==> src/rtl/ptp_frame_parser_if.sv <==
// -----------------------------------------------------------------------------
// ptp_frame_parser_if
// Bundles the gearbox word stream feeding the PTP frame parser together with
// the parser's descriptor output.
//   ptp_data   [31:0] gearbox word, first received byte in [31:24]
//   ptp_valid         word strobe (one every 4th gmii_clk)
//   ptp_sop           first word of frame, coincident with ptp_valid
//   ptp_eop           last word of frame, coincident with ptp_valid
//   ptp_mod    [1:0]  valid bytes in last word (0 = 4), informational
//   ptp_time   [79:0] RTC timestamp of the current frame's SFD
//   ptp_found         one-cycle pulse, descriptor valid
//   ptp_infor  [91:0] {messageType[3:0], sequenceId[7:0], timestamp[79:0]}
// Modports: master = word source / descriptor sink, slave = parser.
// -----------------------------------------------------------------------------
interface ptp_frame_parser_if;
  logic [31:0] ptp_data;
  logic        ptp_valid;
  logic        ptp_sop;
  logic        ptp_eop;
  logic [1:0]  ptp_mod;
  logic [79:0] ptp_time;
  logic        ptp_found;
  logic [91:0] ptp_infor;

  modport master (
    output ptp_data, ptp_valid, ptp_sop, ptp_eop, ptp_mod, ptp_time,
    input  ptp_found, ptp_infor
  );

  modport slave (
    input  ptp_data, ptp_valid, ptp_sop, ptp_eop, ptp_mod, ptp_time,
    output ptp_found, ptp_infor
  );
endinterface

==> src/rtl/ptp_frame_parser.sv <==
// -----------------------------------------------------------------------------
// ptp_frame_parser
// Recognises PTP event messages in the 32-bit gearbox word stream (L2 Ethernet,
// optionally behind one 802.1Q tag), extracts messageType and sequenceId, and
// emits a one-cycle ptp_found pulse with a 92-bit descriptor
// {messageType, sequenceId[7:0], ptp_time} for the time-stamp FIFO.
// Ports:
//   rst       asynchronous, active-high reset
//   gmii_clk  clock
//   bus       ptp_frame_parser_if.slave (word stream in, descriptor out)
// Optional feature: define PTP_UDP_EN to also parse PTP over IPv4/UDP
// (EtherType 0x0800, UDP destination port 319/320).
// -----------------------------------------------------------------------------
module ptp_frame_parser #(
  parameter logic [15:0] ETYPE_PTP  = 16'h88F7,
  parameter logic [15:0] ETYPE_VLAN = 16'h8100,
  parameter logic [15:0] MSG_MASK   = 16'h000F
) (
  input  logic                rst,
  input  logic                gmii_clk,
  ptp_frame_parser_if.slave   bus
);

  typedef enum logic [2:0] {IDLE, ETYPE, HDR, SEQ, DONE} state_t;

  state_t      state_q, state_d;
  logic [4:0]  wcnt_q, wcnt_d;
  logic        vlan_q, vlan_d;
  logic        off_q, off_d;
  logic [3:0]  msg_type_q, msg_type_d;
  logic        found_q, found_d;
  logic [91:0] infor_q, infor_d;
  logic [4:0]  seq_word;
  logic [15:0] etype;

`ifdef PTP_UDP_EN
  logic        udp_q, udp_d;
  logic [15:0] udp_port;
  assign udp_port = bus.ptp_data[31:16];
`endif

  // ptp_mod is informational only; low header bytes are only used on the UDP path.
  logic unused_bits;
  assign unused_bits = ^{bus.ptp_mod, bus.ptp_data[15:12], bus.ptp_data[7:0]};

  function automatic logic [4:0] sat_inc(input logic [4:0] v);
    return (v == 5'd31) ? v : v + 5'd1;
  endfunction

  assign etype = bus.ptp_data[31:16];

  // Word index of the PTP sequenceId: shifted by one word behind a VLAN tag.
`ifdef PTP_UDP_EN
  assign seq_word = udp_q ? 5'd20 : 5'd13 + {4'd0, off_q};
`else
  assign seq_word = 5'd13 + {4'd0, off_q};
`endif

  always_comb begin
    state_d    = state_q;
    wcnt_d     = wcnt_q;
    vlan_d     = vlan_q;
    off_d      = off_q;
    msg_type_d = msg_type_q;
    found_d    = 1'b0;
    infor_d    = infor_q;
`ifdef PTP_UDP_EN
    udp_d      = udp_q;
`endif
    if (bus.ptp_valid) begin
      // wcnt_q is the index of the word currently on ptp_data (sop word is 0).
      wcnt_d = bus.ptp_sop ? 5'd1 : sat_inc(wcnt_q);
      if (bus.ptp_sop) begin
        vlan_d  = 1'b0;
        off_d   = 1'b0;
`ifdef PTP_UDP_EN
        udp_d   = 1'b0;
`endif
        // sop together with eop is a runt frame.
        state_d = bus.ptp_eop ? IDLE : ETYPE;
      end else begin
        case (state_q)
          IDLE: ;
          ETYPE: begin
            if (bus.ptp_eop) begin
              state_d = IDLE;
            end else if (wcnt_q == 5'd5) begin
              if (etype == ETYPE_PTP) begin
                msg_type_d = bus.ptp_data[11:8];
                off_d      = 1'b0;
                state_d    = HDR;
              end else if (etype == ETYPE_VLAN) begin
                vlan_d = 1'b1;
`ifdef PTP_UDP_EN
              end else if (etype == 16'h0800) begin
                if (bus.ptp_data[15:8] == 8'h45) udp_d = 1'b1;
                else                             state_d = DONE;
`endif
              end else begin
                state_d = DONE;
              end
            end else if (vlan_q && wcnt_q == 5'd6) begin
              if (etype == ETYPE_PTP) begin
                msg_type_d = bus.ptp_data[11:8];
                off_d      = 1'b1;
                state_d    = HDR;
              end else begin
                state_d = DONE;
              end
`ifdef PTP_UDP_EN
            end else if (udp_q) begin
              if (wcnt_q == 5'd7 && bus.ptp_data[7:0] != 8'd17) begin
                state_d = DONE;
              end else if (wcnt_q == 5'd11 &&
                           udp_port != 16'd319 && udp_port != 16'd320) begin
                state_d = DONE;
              end else if (wcnt_q == 5'd12) begin
                msg_type_d = bus.ptp_data[11:8];
                state_d    = HDR;
              end
`endif
            end
          end
          HDR: begin
            if (bus.ptp_eop)                state_d = IDLE;
            else if (!MSG_MASK[msg_type_q]) state_d = DONE;
            else                            state_d = SEQ;
          end
          SEQ: begin
            // eop on the sequenceId word itself still aborts without a pulse.
            if (bus.ptp_eop) begin
              state_d = IDLE;
            end else if (wcnt_q == seq_word) begin
              found_d = 1'b1;
              infor_d = {msg_type_q, bus.ptp_data[23:16], bus.ptp_time};
              state_d = DONE;
            end
          end
          DONE: if (bus.ptp_eop) state_d = IDLE;
          default: state_d = IDLE;
        endcase
      end
    end
  end

  always_ff @(posedge gmii_clk or posedge rst) begin
    if (rst) begin
      state_q    <= IDLE;
      wcnt_q     <= 5'd0;
      vlan_q     <= 1'b0;
      off_q      <= 1'b0;
      msg_type_q <= 4'd0;
      found_q    <= 1'b0;
      infor_q    <= 92'd0;
`ifdef PTP_UDP_EN
      udp_q      <= 1'b0;
`endif
    end else begin
      state_q    <= state_d;
      wcnt_q     <= wcnt_d;
      vlan_q     <= vlan_d;
      off_q      <= off_d;
      msg_type_q <= msg_type_d;
      found_q    <= found_d;
      infor_q    <= infor_d;
`ifdef PTP_UDP_EN
      udp_q      <= udp_d;
`endif
    end
  end

  assign bus.ptp_found = found_q;
  assign bus.ptp_infor = infor_q;

endmodule
==> src/flat_wrapper.sv <==
// flat-port wrapper written by rule: the top's interface ports become plain ports
module ptp_frame_parser_flat 
#(
  parameter logic [15:0] ETYPE_PTP  = 16'h88F7,
  parameter logic [15:0] ETYPE_VLAN = 16'h8100,
  parameter logic [15:0] MSG_MASK   = 16'h000F
)
  (rst, gmii_clk, bus_ptp_data, bus_ptp_valid, bus_ptp_sop, bus_ptp_eop, bus_ptp_mod, bus_ptp_time, bus_ptp_found, bus_ptp_infor);
  ptp_frame_parser_if bus_i ();
  input  logic rst;
  input  logic gmii_clk;
  input wire logic [$bits(bus_i.ptp_data)-1:0] bus_ptp_data;
  input wire logic [$bits(bus_i.ptp_valid)-1:0] bus_ptp_valid;
  input wire logic [$bits(bus_i.ptp_sop)-1:0] bus_ptp_sop;
  input wire logic [$bits(bus_i.ptp_eop)-1:0] bus_ptp_eop;
  input wire logic [$bits(bus_i.ptp_mod)-1:0] bus_ptp_mod;
  input wire logic [$bits(bus_i.ptp_time)-1:0] bus_ptp_time;
  output wire logic [$bits(bus_i.ptp_found)-1:0] bus_ptp_found;
  output wire logic [$bits(bus_i.ptp_infor)-1:0] bus_ptp_infor;
  assign bus_i.ptp_data = bus_ptp_data;
  assign bus_i.ptp_valid = bus_ptp_valid;
  assign bus_i.ptp_sop = bus_ptp_sop;
  assign bus_i.ptp_eop = bus_ptp_eop;
  assign bus_i.ptp_mod = bus_ptp_mod;
  assign bus_i.ptp_time = bus_ptp_time;
  assign bus_ptp_found = bus_i.ptp_found;
  assign bus_ptp_infor = bus_i.ptp_infor;
  ptp_frame_parser #(.ETYPE_PTP(ETYPE_PTP), .ETYPE_VLAN(ETYPE_VLAN), .MSG_MASK(MSG_MASK)) u_core (.rst(rst), .gmii_clk(gmii_clk), .bus(bus_i));
endmodule
==> config.mk <==
export PLATFORM = sky130hd
export DESIGN_NAME = ptp_frame_parser_flat
export DESIGN_NICKNAME = d
export VERILOG_FILES = /design/src/rtl/ptp_frame_parser_if.sv /design/src/rtl/ptp_frame_parser.sv /design/src/flat_wrapper.sv
export SDC_FILE = /design/constraint.sdc
export NUM_CORES = 1
export LEC_CHECK = 0
export ABC_AREA = 1
export CAP_MARGIN = 20
export CORE_ASPECT_RATIO = 1.5
export CORE_MARGIN = 2
export CORE_UTILIZATION = 45
export CTS_CLUSTER_SIZE = 24
export DETAILED_ROUTE_END_ITERATION = 12
export HOLD_SLACK_MARGIN = 0.15
export PLACE_DENSITY = 0.86
export SKIP_LAST_GASP = 1
export SYNTH_ARGS = -nofsm -noshare
export SYNTH_HDL_FRONTEND = slang
export SYNTH_SLANG_ARGS = --single-unit
==> constraint.sdc <==
create_clock -name gmii_clk -period 6.4 [get_ports gmii_clk]
set_clock_uncertainty 0.05 [all_clocks]
set_input_delay 0.96 -clock gmii_clk [delete_from_list [all_inputs] [get_ports gmii_clk]]
set_output_delay 0.96 -clock gmii_clk [all_outputs]
set_load 0.02 [all_outputs]
After elaboration in Yosys (flattened, before gate mapping)
Memories as Yosys holds them, arrays and structs flattened. Index checks and enable logic that the tools add are counted.

Word-level logic and storage cells: 84. Memories kept: 1. Bits in latches: 0. Output and inout bits: 93. Bits in writable memories: 0. Memory bits (read-only): 16. Register bits: 107.

Memories: (name not given) (words 16, bits a word 1, rd ports 1, clocked after Yosys merged registers in 0, wr ports 0, line ptp_frame_parser.sv:126) `else if (!MSG_MASK[msg_type_q]) state_d = DONE;`.

Magnitude comparators: 1. Bitwise operators: 2. Add/sub/neg operators: 2. Multipliers: 0. Muxes and demuxes: 38. Divide/modulo/power cells: 0. Reductions and logical operators: 13. Equality and inequality tests: 20. Shift-type cells: 0.

Operators by type and width (number): $mux 3 (12); $eq 16x16->1 const B (2); $mux 1 (20); $reduce_and 6->1 (3); $pmux 3 s5 (1); $mux 4 (3); $eq 5x3->1 const B (2); $mux 5 (2); $reduce_and 5->1 (2); $ne 3x3->1 const B (3); $ne 2x2->1 const B (4); $reduce_bool 2->1 (4); $eq 3x2->1 const B (2); $ne 6x6->1 const B (1); $add 4x1->5 const A (1); $add 5x1->5 const B (1); $eq 5x5->1 (1); $eq 5x5->1 const B (1); $lt 4x5->1 const B (1); $ne 5x3->1 const B (1); $ne 4x3->1 const B (1); $eq 3x1->1 const B (1); $eq 3x3->1 const B (1); $logic_not 3->1 (1); 4 further kinds (5).

Depth between registers and ports, before layout
Gate-level depths: netlist of the first run.

Word-level depth: 7. Gate-level depth with buffers: 11.

Worst setup path before layout of the first run
No wires, ideal clock.

Kind: in2reg. From: input port bus_ptp_eop. To: register u_core.infor_q[88], in the netlist u_core.bus.ptp_infor[88]. Cell stages on the path: 8. Path buffers: 2. Data required time: 6234 ps. Arrival: 1969 ps. Setup slack: 4264 ps. Cells stage by stage: nor2_2 -> nand2_1 -> nor4_2 -> nand3_2 -> buf_2 -> buf_2 -> nand2_1 -> nand2_1.

Longest elaborated chain between the ends: 2.

RTL lines: start, declared (line flat_wrapper.sv:15) `input wire logic [$bits(bus_i.ptp_eop)-1:0] bus_ptp_eop;`; $not 1->1 (no line); $reduce_and 5->1 (no line); end signal, assigned (line ptp_frame_parser.sv:165) `infor_q <= infor_d;`; end, declared (line ptp_frame_parser.sv:32) `logic [91:0] infor_q, infor_d;`.

No other way between the ends. A chain may end at the register's enable or synchronous reset.

Final worst setup path of the first run
From: input port bus_ptp_sop. To: register u_core.infor_q[41], in the netlist u_core.bus.ptp_infor[41].

Longest elaborated chain between the ends: 2.

RTL lines: start, declared (line flat_wrapper.sv:14) `input wire logic [$bits(bus_i.ptp_sop)-1:0] bus_ptp_sop;`; $not 1->1 (no line); $reduce_and 5->1 (no line).

No other way between the ends.

==> metrics.txt, run 1 <==
outcome=finished, final reports clean; Max-slew headroom=37.5%; MaxCap Viol Count=0; Distinct cells, synth=24; Worst-Margin Slew=937 ps; async set-reset flop share out of synthesis=100%; maximum number of pins on one net before global-route repair=97; synthesized area per cell=8.08 µm²; Post-synth top cells=nand2_1 (310), dfrtp_1 (107), inv_1 (35); WS Path Type=in -> reg; wire per inst=13.9 µm; P_leak=0.00351 µW; Critical Path Most Common Cell=nand2_1; root buffer cell=clkbuf_16; Critical Path End=u_core.bus.ptp_infor[41]$_DFFE_PP0P_; CTS tree=done; Final TNS setup=0 ps; CTS Sinks=107; total wire length=12,300 µm; top post-synthesis cells by area=dfrtp_1 (59%), nand2_1 (25%), inv_1 (2.9%); initial core utilization=45.6%; maximum VDD drop=0.146 mV; reg2reg start=u_core.wcnt_q[0]$_DFFE_PP0P_; Synth Instances=566; area share of the largest cell type after synthesis=58.5%; Final period util=52.5%; final hold vios=0; slowest stage delay, CP=680 ps; crit path launch type=primary input; num rows=45; cts hold-fix bufs=0; Main synth FF type=dfrtp_1; post-synthesis sequential area ratio=58.5%; R2R cell count=7; Die H=127 µm; RSZ-0062 raised after global routing=no; # IOs=212; Tmin final=3360 ps; vias per cell=4.88; CP required=6630 ps; Post-synth EDFFs=0; die width=86.3 µm; gr ovfl total=0; Final #Nets=881; total power=1370 µW; Area Growth Syn to Fin=51.4%; Max Clock Freq=298 MHz; Synth Cell Area=4570 µm²; via count=4,296; leading cell type by number of instances after synthesis=nand2_1; placed inst area=6620 µm²; Crit path max-delay family=buffers and inverters; R2R Path End=u_core.bus.ptp_infor[41]$_DFFE_PP0P_; initial antenna violation count=0; Setup-failing EPs final=0; post-route ant nets=0; die area=11,000 µm²; DR DRC count=0; Yosys warnings=0; first-pass GRT wire length=19,800 µm; Max Slew Vio Count=0; pwr dens=198 nW/µm²; clk buf depth=2; Arr. time, crit path=3590 ps; clk slew on worst S/H paths=70 ps; port bufs=197; post-route cell area=6920 µm²; R2R setup slack=3940 ps; Final HPWL DP=8930 µm; final worst setup slack=3040 ps; critical path depth in cells=9; layout cell share with drive strength beyond 1=3.15%; WP buf/inv=3; Setup WS pre-CTS=2700 ps; CP max-delay cell=inv_2; worst-skew pair later-pin latency=340 ps; Total GRT Usage=22.7%; register bit count reported by yosys=107; Setup crit start=bus_ptp_sop; H-tree levels=3; core area=10,000 µm²; Worst Hold Class=reg -> reg; Resized cells post-CTS=0; CP endpoint kind=flop; setup repair bufs after CTS=0; Num CTS Buffers=9; Iteration-0 DRC Markers=251; Max FO, Critical Path=55; Synthesized Nets=689; # diodes=0; vias in the first global route=4,394; critical-path cell list=clkdlybuf4s50_1 > nor2_2 > nand2_1 > nor4_2 > nand3_4 > inv_2 > buf_4 > nand2_1 > nand2_1; dominant cell type by area after synthesis=dfrtp_1; drt pass-1 iters=5; Routability Congestion=0.896
-- flip-flops by register name, summed over array words and instances (netlist names) --
name,count
u_core.bus.ptp_infor,92
u_core.wcnt_q,5
u_core.msg_type_q,4
u_core.state_q,3
u_core.bus.ptp_found,1
u_core.off_q,1
u_core.vlan_q,1
-- power breakdown --
group / switching, µW / internal (µW) / total, µW
Clock: 248 / 308 / 556
Sequential: 7.42 / 682 / 690
Combinational: 55.1 / 70.0 / 125
-- cell families (layout without fill, tap and decap cells) --
group / Yosys count / after routing / share of synthesized area [%]
AND/OR/NAND/NOR: 374 / 374 / 32.2
flip-flops: 107 / 107 / 58.5
buffers and inverters: 55 / 252 / 5.17
AO/OA/AOI/OAI: 26 / 26 / 2.98
adder cells (fa/ha/maj): 4 / 4 / 1.09
-- worst register-to-register path: cells and delay by family (launching register included) --
| family | cells | cell delay, ps |
|---|---|---|
| buffers and inverters | 2 | 1150 |
| AND/OR/NAND/NOR | 4 | 500 |
| AO/OA/AOI/OAI | 1 | 270 |
| flip-flops | 1 | 430 |
-- how the worst min path moves through the flow --
stage | startpoint | end | slack [ps] | cells past startpoint
floorplan | u_core.state_q[0]$_DFFE_PP0P_ | u_core.state_q[0]$_DFFE_PP0P_ | 390 | 2
global placement | u_core.state_q[0]$_DFFE_PP0P_ | u_core.state_q[0]$_DFFE_PP0P_ | 400 | 2
detailed placement | u_core.bus.ptp_infor[58]$_DFFE_PP0P_ | u_core.bus.ptp_infor[58]$_DFFE_PP0P_ | 410 | 2
CTS | u_core.bus.ptp_infor[58]$_DFFE_PP0P_ | u_core.bus.ptp_infor[58]$_DFFE_PP0P_ | 430 | 2
global route | u_core.bus.ptp_infor[62]$_DFFE_PP0P_ | u_core.bus.ptp_infor[62]$_DFFE_PP0P_ | 450 | 2
finish | u_core.bus.ptp_infor[58]$_DFFE_PP0P_ | u_core.bus.ptp_infor[58]$_DFFE_PP0P_ | 430 | 2
-- placed cells by master (no fill, tap or decap) --
cell type,n
nand2_1,310
clkinv_2,1
nand3_1,20
inv_2,1
bufinv_16,1
o22ai_1,1
inv_1,34
inv_4,1
a21oi_1,5
o21ai_0,17
clkbuf_16,9
inv_6,3
nor3_1,1
o21ai_1,1
buf_4,3
dfrtp_1,107
a211oi_1,1
clkbuf_1,1
nand3b_1,1
clkdlybuf4s50_1,197
nor2_2,1
nand4_1,5
nor2_1,32
o21a_1,1
ha_1,4
nor4_2,1
clkinv_4,1
and2_1,1
nor3_2,1
nand3_4,1
-- through the flow --
step / util (%) / std cells / hold WS (ps)
after floorplan: - / 566 / 392
after global placement: 66.1 / 864 / 405
after detailed placement: 66.1 / 864 / 414
after CTS: 69.1 / 880 / 432
after global routing: 69.1 / 880 / 448
final: 69.1 / 880 / 428
-- per-layer routing --
metal	wire (µm)	global-route usage, %	vias up
met2	6400	40.6	163
li1	-	-	2115
met3	809	4.46	29
met1	4680	25.3	1989
met4	377	11.0	0
met5	0	0	-
-- layout make-up --
type / instances / area [µm²]
multi-input combinational: 404 / 1670
clock buffer: 10 / 229
tap: 117 / 146
clock inverter: 6 / 70.1
fill: 782 / 3100
sequential: 107 / 2680
timing repair buffer: 200 / 1990
inverter: 36 / 138
Power figures use the tool's default switching activity.
==> run 2, diff against run 1 <==
Settings changed: CORE_UTILIZATION 45 to 37, PLACE_DENSITY 0.86 to 0.76.
Clock period 6.4 ns to 2.83 ns, I/O delays scaled along.
==> run 2 against run 1 <==
Total power rose by 120%. Non-clock buffer count rose by 4. Die area is 21% higher. Clock power rose by 110%. Critical path type unchanged. Critical endpoint is now u_core.bus.ptp_infor[7]$_DFFE_PP0P_. Largest cell class unchanged.
==> metrics.txt, run 2 (synthesis gave the netlist of run 1 again) <==
clock network power share=38.9%; via count=4,288; maximum number of pins on one net before global-route repair=78; Final #Nets=885; Arr. time, crit path=2360 ps; Total GRT Usage=19.0%; Worst-Margin Slew=627 ps; Die H=140 µm; Final HPWL DP=9820 µm; num rows=49; initial antenna violation count=0; vias in the first global route=4,314; Area Growth Syn to Fin=54.0%; Placed Instances=904; CTS tree=done; crit path launch type=primary input; Max FO, Critical Path=48; final hold vios=0; wire per inst=14.0 µm; Worst Hold Class=reg -> reg; CP endpoint kind=flop; WS Path Type=in -> reg; vias per cell=4.66; total wire length=12,900 µm; CTS Sinks=107; port bufs=197; Critical Path Most Common Cell=nand2_1; slowest stage delay, CP=540 ps; setup repair bufs after CTS=0; die area=13,300 µm²; MaxCap Viol Count=0; worst-skew pair later-pin latency=340 ps; CP required=3060 ps; RSZ-0062 raised after global routing=no; layout cell share with drive strength beyond 1=3.78%; DR DRC count=0; first-pass GRT wire length=19,900 µm; initial core utilization=38.1%; core area=12,000 µm²; outcome=finished, final reports clean; clk slew on worst S/H paths=70 ps; Non-Filler Instances=920; critical-path cell list=clkdlybuf4s50_1 > nor2_2 > nand2_1 > nor4_2 > nand3_4 > inv_2 > buf_12 > nand2_1 > nand2_1; root buffer cell=clkbuf_16; die width=94.8 µm; Num CTS Buffers=9; commonest non-fill, non-tap cell in the layout=nand2_1; H-tree levels=3; Routability Congestion=0.908; CP max-delay cell=clkdlybuf4s50_1; # IOs=212; Setup-failing EPs final=0; clk buf depth=2; Final TNS setup=0 ps; maximum VDD drop=0.285 mV; area of the multi-input gates=1670 µm²; cts hold-fix bufs=0; Final period util=75.3%; Psw=702 µW; Gate power share=9.7%; # diodes=0; most frequent cells in the layout=nand2_1 (310), clkdlybuf4s50_1 (197), dfrtp_1 (107); Reg power frac=51.5%; drt pass-1 iters=4; post-route ant nets=0; FF/Latch Area=2680 µm²; Largest register FFs=92; Max-slew headroom=58.1%; pwr dens=430 nW/µm²; Resized cells post-CTS=0; Iteration-0 DRC Markers=210; fillcell total=1,050; switching share of power=23.2%; Max Clock Freq=469 MHz; Max Slew Vio Count=0; internal power=2330 µW; Tmin final=2130 ps; P_leak=0.00354 µW; gr ovfl total=0
## run 2: cell count changes in the layout (fill, tap and decap cells not counted), sizes merged
| cell | previous run | this run |
|---|---|---|
| buf | 3 | 7 |
| clkinvlp | 0 | 1 |
| inv | 39 | 35 |
| bufinv | 1 | 0 |
| clkinv | 2 | 6 |
## run 2: routing by layer
| layer | global-route usage (%) | up-vias | part of all wire (%) |
|---|---|---|---|
| li1 | - | 2132 | - |
| met1 | 21.3 | 1968 | 38 |
| met2 | 33.6 | 145 | 52 |
| met3 | 3.28 | 43 | 5.4 |
| met4 | 10.4 | 0 | 4.6 |
| met5 | 0 | - | 0 |
## run 2: worst max-delay path: cells and delay by family
family	cells	cell delay [ps]
simple gates	6	1020
buf+inv	3	890
## run 2: worst paths after layout
path | slack [ps] | to | depth (start not counted) | startpoint
worst max-delay path | 700 | u_core.bus.ptp_infor[7]$_DFFE_PP0P_ | 9 | bus_ptp_sop
worst min-delay path | 430 | u_core.bus.ptp_infor[17]$_DFFE_PP0P_ | 2 | u_core.bus.ptp_infor[17]$_DFFE_PP0P_
worst max register to register | 1060 | u_core.wcnt_q[3]$_DFFE_PP0P_ | 8 | u_core.wcnt_q[0]$_DFFE_PP0P_
worst min register to register | 430 | u_core.bus.ptp_infor[17]$_DFFE_PP0P_ | 2 | u_core.bus.ptp_infor[17]$_DFFE_PP0P_
max in group asynchronous | 1630 | u_core.wcnt_q[3]$_DFFE_PP0P_ | 3 | rst
min in group asynchronous | 470 | u_core.bus.ptp_infor[54]$_DFFE_PP0P_ | 2 | rst
## run 2: power groups by stage
stage / clock network (µW) / registers (µW) / logic [µW]
6_report: 1180 / 1560 / 293
3_3_place_gp: 0 / 1590 / 284
2_1_floorplan: 0 / 1580 / 102
3_5_place_dp: 0 / 1590 / 293
5_1_grt: 1260 / 1560 / 321
4_1_cts: 1210 / 1560 / 296
## run 2: layout make-up
| class | count | share of cell area [%] |
|---|---|---|
| Tap cell | 153 | 2.72 |
| Multi-Input combinational cell | 404 | 23.7 |
| Sequential cell | 107 | 38.0 |
| Clock buffer | 10 | 3.39 |
| Inverter | 36 | 1.97 |
| Timing Repair Buffer | 204 | 29.6 |
| Clock inverter | 6 | 0.586 |
## run 2: per-stage QoR
stage	worst slack [ps]	power, µW	hold slack [ps]	instance area [µm²]	utilization [%]
4_1_cts	696	3060	429	7040	58.6
2_1_floorplan	1070	1690	392	4580	-
3_3_place_gp	422	1870	405	6760	56.3
6_report	700	3030	431	7040	58.6
3_5_place_dp	352	1880	411	6760	56.3
5_1_grt	562	3140	446	7040	58.6
